File: config.mk
export PLATFORM = sky130hd
export DESIGN_NAME = pipeline_ctrl
export DESIGN_NICKNAME = d
export VERILOG_FILES = /design/src/rtl/pipeline_ctrl.sv
export SDC_FILE = /design/constraint.sdc
export NUM_CORES = 1
export LEC_CHECK = 0
export CAP_MARGIN = 10
export CORE_AREA = 2 2 54 56
export DETAILED_ROUTE_END_ITERATION = 6
export DIE_AREA = 0 0 56 58
export GPL_TIMING_DRIVEN = 0
export HOLD_SLACK_MARGIN = 0.03
export PLACE_DENSITY = 0.67
export SYNTH_ARGS = -nofsm -noshare
export SYNTH_HDL_FRONTEND = slang
export SYNTH_SLANG_ARGS = --single-unit
export TNS_END_PERCENT = 50
File: constraint.sdc
create_clock -name clk -period 1.9 [get_ports clk]
set_clock_uncertainty 0.15 [all_clocks]
set_input_delay 0.19 -clock clk [delete_from_list [all_inputs] [get_ports clk]]
set_output_delay 0.19 -clock clk [all_outputs]
set_load 0.02 [all_outputs]
File: src/rtl/pipeline_ctrl.sv
// Stall/flush sequencer for the 5-stage core: load-use bubbles, redirect squash, data-memory waits with timeout.
// Optional PIPE_CTRL_PERF_EN adds 32-bit counters for load-use bubbles, redirects and memory-stall cycles.
module pipeline_ctrl #(
    parameter int MEM_TIMEOUT = 16
) (
    input  logic       clk,
    input  logic       rst,
    input  logic [4:0] if_id_rs1,
    input  logic [4:0] if_id_rs2,
    input  logic       if_id_uses_rs2,
    input  logic       id_ex_memread,
    input  logic [4:0] id_ex_rd,
    input  logic       ex_redirect,
    input  logic       dmem_req,
    input  logic       dmem_ack,
    output logic       pc_en,
    output logic       if_id_en,
    output logic       id_ex_en,
    output logic       ex_mem_en,
    output logic       mem_wb_en,
    output logic       if_id_flush,
    output logic       id_ex_flush,
    output logic       mem_timeout,
    output logic [1:0] state_o
`ifdef PIPE_CTRL_PERF_EN
    ,
    output logic [31:0] perf_lu_cnt,
    output logic [31:0] perf_redir_cnt,
    output logic [31:0] perf_mem_cnt
`endif
);

    // state      | meaning
    // S_RUN      | normal issue; hazards resolved combinationally
    // S_MEM_WAIT | data access outstanding, whole pipe frozen, timer counting
    // S_ERROR    | memory never answered; pipe squashed until reset
    localparam logic [1:0] S_RUN      = 2'd0;
    localparam logic [1:0] S_MEM_WAIT = 2'd1;
    localparam logic [1:0] S_ERROR    = 2'd2;

    localparam logic [7:0] TIMER_LAST = 8'(MEM_TIMEOUT - 1);

    logic [1:0] state_q, state_d;
    logic [7:0] timer_q, timer_d;

    logic lu;
    logic mh;
    logic issue;
    logic hold;
    logic err;
    logic redir_fire;
    logic lu_fire;
    logic [7:0] timer_inc;

    assign lu = id_ex_memread && (id_ex_rd != 5'd0) &&
                ((id_ex_rd == if_id_rs1) || (if_id_uses_rs2 && (id_ex_rd == if_id_rs2)));
    assign mh = dmem_req && !dmem_ack;
    assign timer_inc = timer_q + 8'd1;

    always_comb begin
        state_d = state_q;
        timer_d = timer_q;
        issue   = 1'b0;
        hold    = 1'b0;
        err     = 1'b0;
        case (state_q)
            S_RUN: begin
                if (mh) begin
                    hold    = 1'b1;
                    state_d = S_MEM_WAIT;
                    timer_d = 8'd0;
                end else begin
                    issue = 1'b1;
                end
            end
            S_MEM_WAIT: begin
                if (!dmem_ack) begin
                    hold    = 1'b1;
                    timer_d = timer_inc;
                    if (timer_inc == TIMER_LAST) begin
                        state_d = S_ERROR;
                    end
                end else begin
                    issue   = 1'b1;
                    state_d = S_RUN;
                end
            end
            S_ERROR: begin
                err = 1'b1;
            end
            default: begin
                state_d = S_RUN;
                timer_d = 8'd0;
            end
        endcase
    end

    // A redirect squashes the dependent instruction anyway, so it suppresses the load-use bubble.
    assign redir_fire = issue && ex_redirect;
    assign lu_fire    = issue && !ex_redirect && lu;

    always_comb begin
        pc_en       = issue && !lu_fire;
        if_id_en    = issue && !lu_fire;
        id_ex_en    = issue;
        ex_mem_en   = issue;
        mem_wb_en   = issue;
        if_id_flush = redir_fire || err;
        id_ex_flush = redir_fire || lu_fire || err;
        mem_timeout = err;
        state_o     = state_q;
        if (!rst) begin
            pc_en       = 1'b0;
            if_id_en    = 1'b0;
            id_ex_en    = 1'b0;
            ex_mem_en   = 1'b0;
            mem_wb_en   = 1'b0;
            if_id_flush = 1'b1;
            id_ex_flush = 1'b1;
            mem_timeout = 1'b0;
            state_o     = S_RUN;
        end
    end

    always_ff @(posedge clk) begin
        if (!rst) begin
            state_q <= S_RUN;
            timer_q <= 8'd0;
        end else begin
            state_q <= state_d;
            timer_q <= timer_d;
        end
    end

`ifdef PIPE_CTRL_PERF_EN
    logic [31:0] perf_lu_q, perf_redir_q, perf_mem_q;

    // Counters naturally freeze in ERROR since no issue or hold happens there.
    always_ff @(posedge clk) begin
        if (!rst) begin
            perf_lu_q    <= 32'd0;
            perf_redir_q <= 32'd0;
            perf_mem_q   <= 32'd0;
        end else if (state_q != S_ERROR) begin
            perf_lu_q    <= perf_lu_q + {31'd0, lu_fire};
            perf_redir_q <= perf_redir_q + {31'd0, redir_fire};
            perf_mem_q   <= perf_mem_q + {31'd0, hold};
        end
    end

    assign perf_lu_cnt    = perf_lu_q;
    assign perf_redir_cnt = perf_redir_q;
    assign perf_mem_cnt   = perf_mem_q;
`endif

endmodule

Word level (Yosys, flattened, before mapping)
Cells that the tools add are included.
{"block": "word_totals", "output_inout_bits": 10, "word_cells": 48, "regBits": 10, "input_bits": 22}
{"block": "op_classes", "n_bitwise": 1, "n_eq_ne": 8, "n_reduce_logical": 19, "mux": 17, "add_sub_neg": 1}
{"operator": "8-bit one-hot mux with 3 select lines", "n": 1}
{"operator": "8-bit two-way mux", "n": 2}
{"operator": "5-bit equality test", "n": 2}
{"operator": "8-bit by 1-bit adder with 8-bit output (second input constant)", "n": 1}
{"operator": "8-bit by 4-bit equality test with 1-bit output (second input constant)", "n": 1}
{"operator": "1-bit logical AND", "n": 8}
{"operator": "1-bit two-way mux", "n": 8}
{"operator": "2-bit two-way mux", "n": 4}
{"operator": "2-bit one-hot mux with 3 select lines", "n": 1}
{"operator": "3-bit AND reduction", "n": 2}
{"operator": "5-bit nonzero test", "n": 1}
{"operator": "1-bit logical OR", "n": 4}
{"operator": "2-bit != test (second input constant)", "n": 2}
{"operator": "1-bit zero test", "n": 3}
{"operator": "3-bit != test (second input constant)", "n": 1}
{"operator": "2-bit by 1-bit equality test with 1-bit output (second input constant)", "n": 1}
{"operator": "2-bit equality test (second input constant)", "n": 1}
{"operator": "2-bit zero test", "n": 1}
{"operator": "1-bit one-hot mux with 2 select lines", "n": 1}
{"operator": "1-bit NOT", "n": 1}

Logic depth before layout (Yosys ltp)
{"block": "logic_depth", "ltp_word": 9, "mapped_depth": 5, "mapped_depth_nobuf": 5}

Worst setup path before layout
No wires, ideal clock.
{"block": "synth_path", "kind": "reg-to-output", "start": "reg state_q[0]", "end": "out pc_en", "arrival_time_ps": 1587, "required_time_ps": 1560, "setup_slack_ps": -27, "n_path_buf": 1, "path_stages_with_launch": 6, "path_cell_list": "dfxtp_1 -> or2_2 -> a21oi_1 -> and2_1 -> o21a_1 -> buf_4"}
{"block": "synth_between", "elab_chain_len": 7, "word_cells_on_any_way": 8, "classes_between": "eq/ne (1); mux (2); reduce/logical (5)"}
{"element": "start, declared", "line": "43", "rtl": "logic [1:0] state_q, state_d;"}
{"element": "start signal, assigned", "line": "130", "rtl": "state_q <= state_d;"}
{"element": "2-bit by 1-bit equality test with 1-bit output or 2-bit zero test (tied branches)", "line": "66", "rtl": "case (state_q)"}
{"element": "1-bit one-hot mux with 2 select lines (*)", "line": "66"}
{"element": "1-bit logical AND (2 in series)", "line": "100", "rtl": "assign lu_fire = issue && !ex_redirect && lu;"}
{"element": "1-bit zero test"}
{"element": "1-bit logical AND (*)"}
{"element": "1-bit two-way mux (*)"}
{"element": "end, declared", "line": "16", "rtl": "output logic pc_en,"}
Mark *: on every way between the ends. The rest lies on a longest branch, timed or not.

Worst setup path in the final report
{"block": "layout_path", "start": "reg state_q[0]", "end": "out pc_en"}
{"block": "layout_between", "elab_chain_len": 7, "word_cells_on_any_way": 8, "classes_between": "eq/ne (1); mux (2); reduce/logical (5)"}
{"element": "2-bit by 1-bit equality test with 1-bit output or 2-bit zero test (tied branches)", "line": "66"}
{"element": "1-bit one-hot mux with 2 select lines (*)", "line": "66"}
{"element": "1-bit logical AND (2 in series)", "line": "100"}
{"element": "1-bit zero test", "line": "103", "rtl": "pc_en = issue && !lu_fire;"}
{"element": "1-bit logical AND (*)", "line": "103"}
{"element": "1-bit two-way mux (*)", "line": "112", "rtl": "if (!rst) begin"}
Marked as above.

==> run summary <==
Outcome
- finished, violations left — status
- negative setup slack — violated checks

Drt
- 25 — detailed router's first-iteration violation count
- 4 — first-pass iteration count of the detailed router
- 913 um — met2 routed wirelength
- 834 — Vias
- 165 um — met3 wire len
- 0 — Residual DRC
- met3 — highest routed metal layer
- 2002 um — post-detailed-routing wire length
- 0 — Antenna Nets Post-Route
- 923 um — total routed wire length on the met1 layer
- 12.36 um — average routed wire per standard cell
- 5.148 — drt via density

Synthesis
- 119 — number of nets produced by synthesis
- 36 — count of unique library cells instantiated by Yosys
- 10 x dfxtp_1, 10 x xor2_1, 8 x nor2_1, 8 x o21ai_0 — most frequent cells after synthesis
- 0 — Yosys warnings
- 764.5 um2 — area of the mapped netlist
- 95 — Post-Synthesis Cells
- 0 — Synth async-reset ratio
- 0.2619 — top-area cell type share of the netlist area
- dfxtp_1 — post-synth top area cell
- 10 — number of synthesized register bits
- 8.047 um2 — post-synthesis area per instance
- dfxtp_1 26%, xor2_1 11%, o21ai_0 5.2%, a21boi_0 3.9%, nor2_1 3.9% — largest cells by area after synthesis
- dfxtp_1 — most used flip-flop cell after synthesis
- 0.2619 — sequential share of the synthesized area
- 0 — EDFF count, synth

Timing
- -0.02408 ns — Total Negative Setup Slacks
- 0.6311 ns — Slew @ Worst Pin
- 0 — count of pins over their slew limit
- 519.7 MHz — Max Freq
- 1.924 ns — post-route minimum period
- true — unrepaired setup endpoints after global routing
- 1.013 — post-route clock period utilization
- -0.02408 ns — post-route setup slack
- 0 — count of final hold-check violations
- 1 — count of final setup violators
- 0.5793 — worst slew slack as a fraction of its limit

Setup path
- 2 — Bufs and invs on worst path
- 5 — depth of the worst register-to-register path
- output pin — Worst setup EP type
- state_q[0] — startpoint of the lowest-slack register-to-register path
- timer_q[7] — end of the worst register-to-register path
- compound AO/OA/AOI/OAI gates — CP delay by family, top
- 1.58 ns — arrival time at the worst endpoint
- register — startpoint types
- or2_4, a21oi_4, o2111ai_2, o21a_1, buf_4, buf_6 — cell-by-cell trace of the critical path
- 0.07 ns — Reg2Reg Setup Slack
- 0.36 ns — stage delay of the slowest cell on the critical path
- 1.56 ns — Worst Path Required
- reg2out — Critical Setup Path Class
- dfxtp_4 — Critical-path top delay cell
- 5 — biggest fanout along the worst timing path

Floorplan
- 19 — Core Rows
- 32 — I/O pin total
- 0.003248 mm2 — area enclosed by the die boundary
- 0.002663 mm2 — Core Footprint
- 56 um — width of the die
- 0.2871 — starting utilization of the core area
- 58 um — DIE HEIGHT

Placement
- 0.8460 — routability congestion estimate from global placement
- 0.001115 mm2 — dpl cell area
- 31 — Buffers on Ports
- 1492 um — dpl hpwl
- -0.7516 ns — pre-CTS WS

Layout
- 54.17% — Layout Area Growth over Synthesis
- 0 — n_diodes
- 0.001179 mm2 — design area
- 0.4427 — final core utilization
- 0.2061 — fraction of layout instances using a drive strength above 1
- 157 — nets

GRT
- 0 — total overflow reported by the global router
- 11 — pin count of the biggest net entering global routing
- 0.1280 — overall track demand over capacity in global routing
- 790 — number of global-route vias before repair
- 3408 um — wire length of the first global-routing pass
- 0 — antenna violations before repair

Clock network
- 3 — TritonCTS Buffers
- 0.26 ns — clock insertion delay at the later pin of the skew report
- 10 — Num Clock Sinks
- 2 — worst-case clock buffer depth
- clkbuf_4 — Root Driver
- 1 — level count of the clock H-tree
- done — CTS tree
- 0.07 ns — Clock transition at path regs

Power and ir drop
- 0.5169 nW — Static Leak
- 446.7 mW/mm2 — pwr dens
- 0.2446 mV — worst vdd ir

Worst hold path
- in2reg — path type of the worst min-delay path
- dmem_req — worst min-delay path startpoint
- state_q[0] — hold worst-path end
- 3 — hold path cells

Job
- 0 — max-cap check violation count

==> worst reg2reg max path, stage by stage, from the launching register on <==
cell,delay [ns]
dfxtp_4,0.36
buf_4,0.11
buf_4,0.09
or3b_4,0.40
or4_1,0.51
a21boi_1,0.13
==> state kept, by name (all words and copies together), names as in the netlist <==
name / flops
timer_q: 8
state_q: 2
==> placed cells by master (no fill, tap or decap), types with 2 or more instances in the layout <==
cell type / Yosys / routed
and2_1: 3 / 2
clkdlybuf4s50_1: 0 / 12
and3_1: 3 / 3
ha_1: 2 / 2
xnor2_1: 2 / 2
dlymetal6s2s_1: 0 / 3
a21oi_1: 4 / 3
a31oi_1: 2 / 2
a21boi_1: 2 / 4
clkdlybuf4s15_1: 0 / 2
buf_4: 3 / 7
dlygate4sd2_1: 0 / 8
nor2b_1: 4 / 4
nand4_1: 2 / 2
xor2_1: 10 / 10
o21ai_0: 8 / 8
inv_1: 4 / 4
nand4b_1: 2 / 2
clkbuf_4: 0 / 5
nor2_1: 8 / 8
a21boi_0: 4 / 2
dfxtp_1: 10 / 8
==> per-layer routing <==
metal / vias to the layer above / track usage
met4: 0 / 0.03061
met1: 379 / 0.1583
met5: - / 0
met2: 43 / 0.2303
met3: 0 / 0.02455
li1: 412 / -
==> where the power goes <==
| group | internal [mW] | switching [mW] |
|---|---|---|
| sequential | 0.212 | 0.00433 |
| combinational | 0.0925 | 0.0768 |
| clock | 0.0729 | 0.0676 |
| total | 0.378 | 0.149 |
==> logic make-up after synthesis <==
kind of cell,share of synthesized area
AOI/OAI and AO/OA,0.2406
adders and majority gates,0.03273
xor gates and xnor gates,0.1375
DFF,0.2619
and+or+nand+nor,0.2619
buffers and inverters,0.06546
==> per-stage QoR <==
stage	hold WS, ns	power (mW)	std cells
after floorplan	0.1931	0.2995	95
after global placement	0.3167	0.3857	157
after detailed placement	0.3404	0.3888	157
after CTS	0.3510	0.5258	160
after global routing	0.1756	0.5626	162
final	0.1379	0.5265	162
==> worst max path at each step <==
stage | depth (start not counted) | start | endpoint | slack (ns)
floorplan | 5 | state_q[0] | pc_en | 0.06
global placement | 6 | id_ex_rd[1] | pc_en | -0.73
detailed placement | 6 | id_ex_rd[1] | pc_en | -0.75
CTS | 6 | state_q[0] | pc_en | -0.08
global route | 6 | state_q[0] | pc_en | -0.12
finish | 6 | state_q[0] | pc_en | -0.02
==> final cells by class <==
type	count	area, um2
multi-input cells	75	545.5
inverters	4	15.01
flip-flops and latches	10	205.2
clock buffers	3	22.52
plain buffers	6	41.29
fillers	271	1484
well taps	31	38.79
repair buffers	33	310.3
==> timing repair <==
action                                 CTS  global route
setup buffers                            0             2
pin swaps                                5             8
setup endpoints to repair                9             6
endpoints found under the hold margin    0             0
hold buffers                             0             0
resized for setup                       41            12
Power figures use the tool's default switching activity.
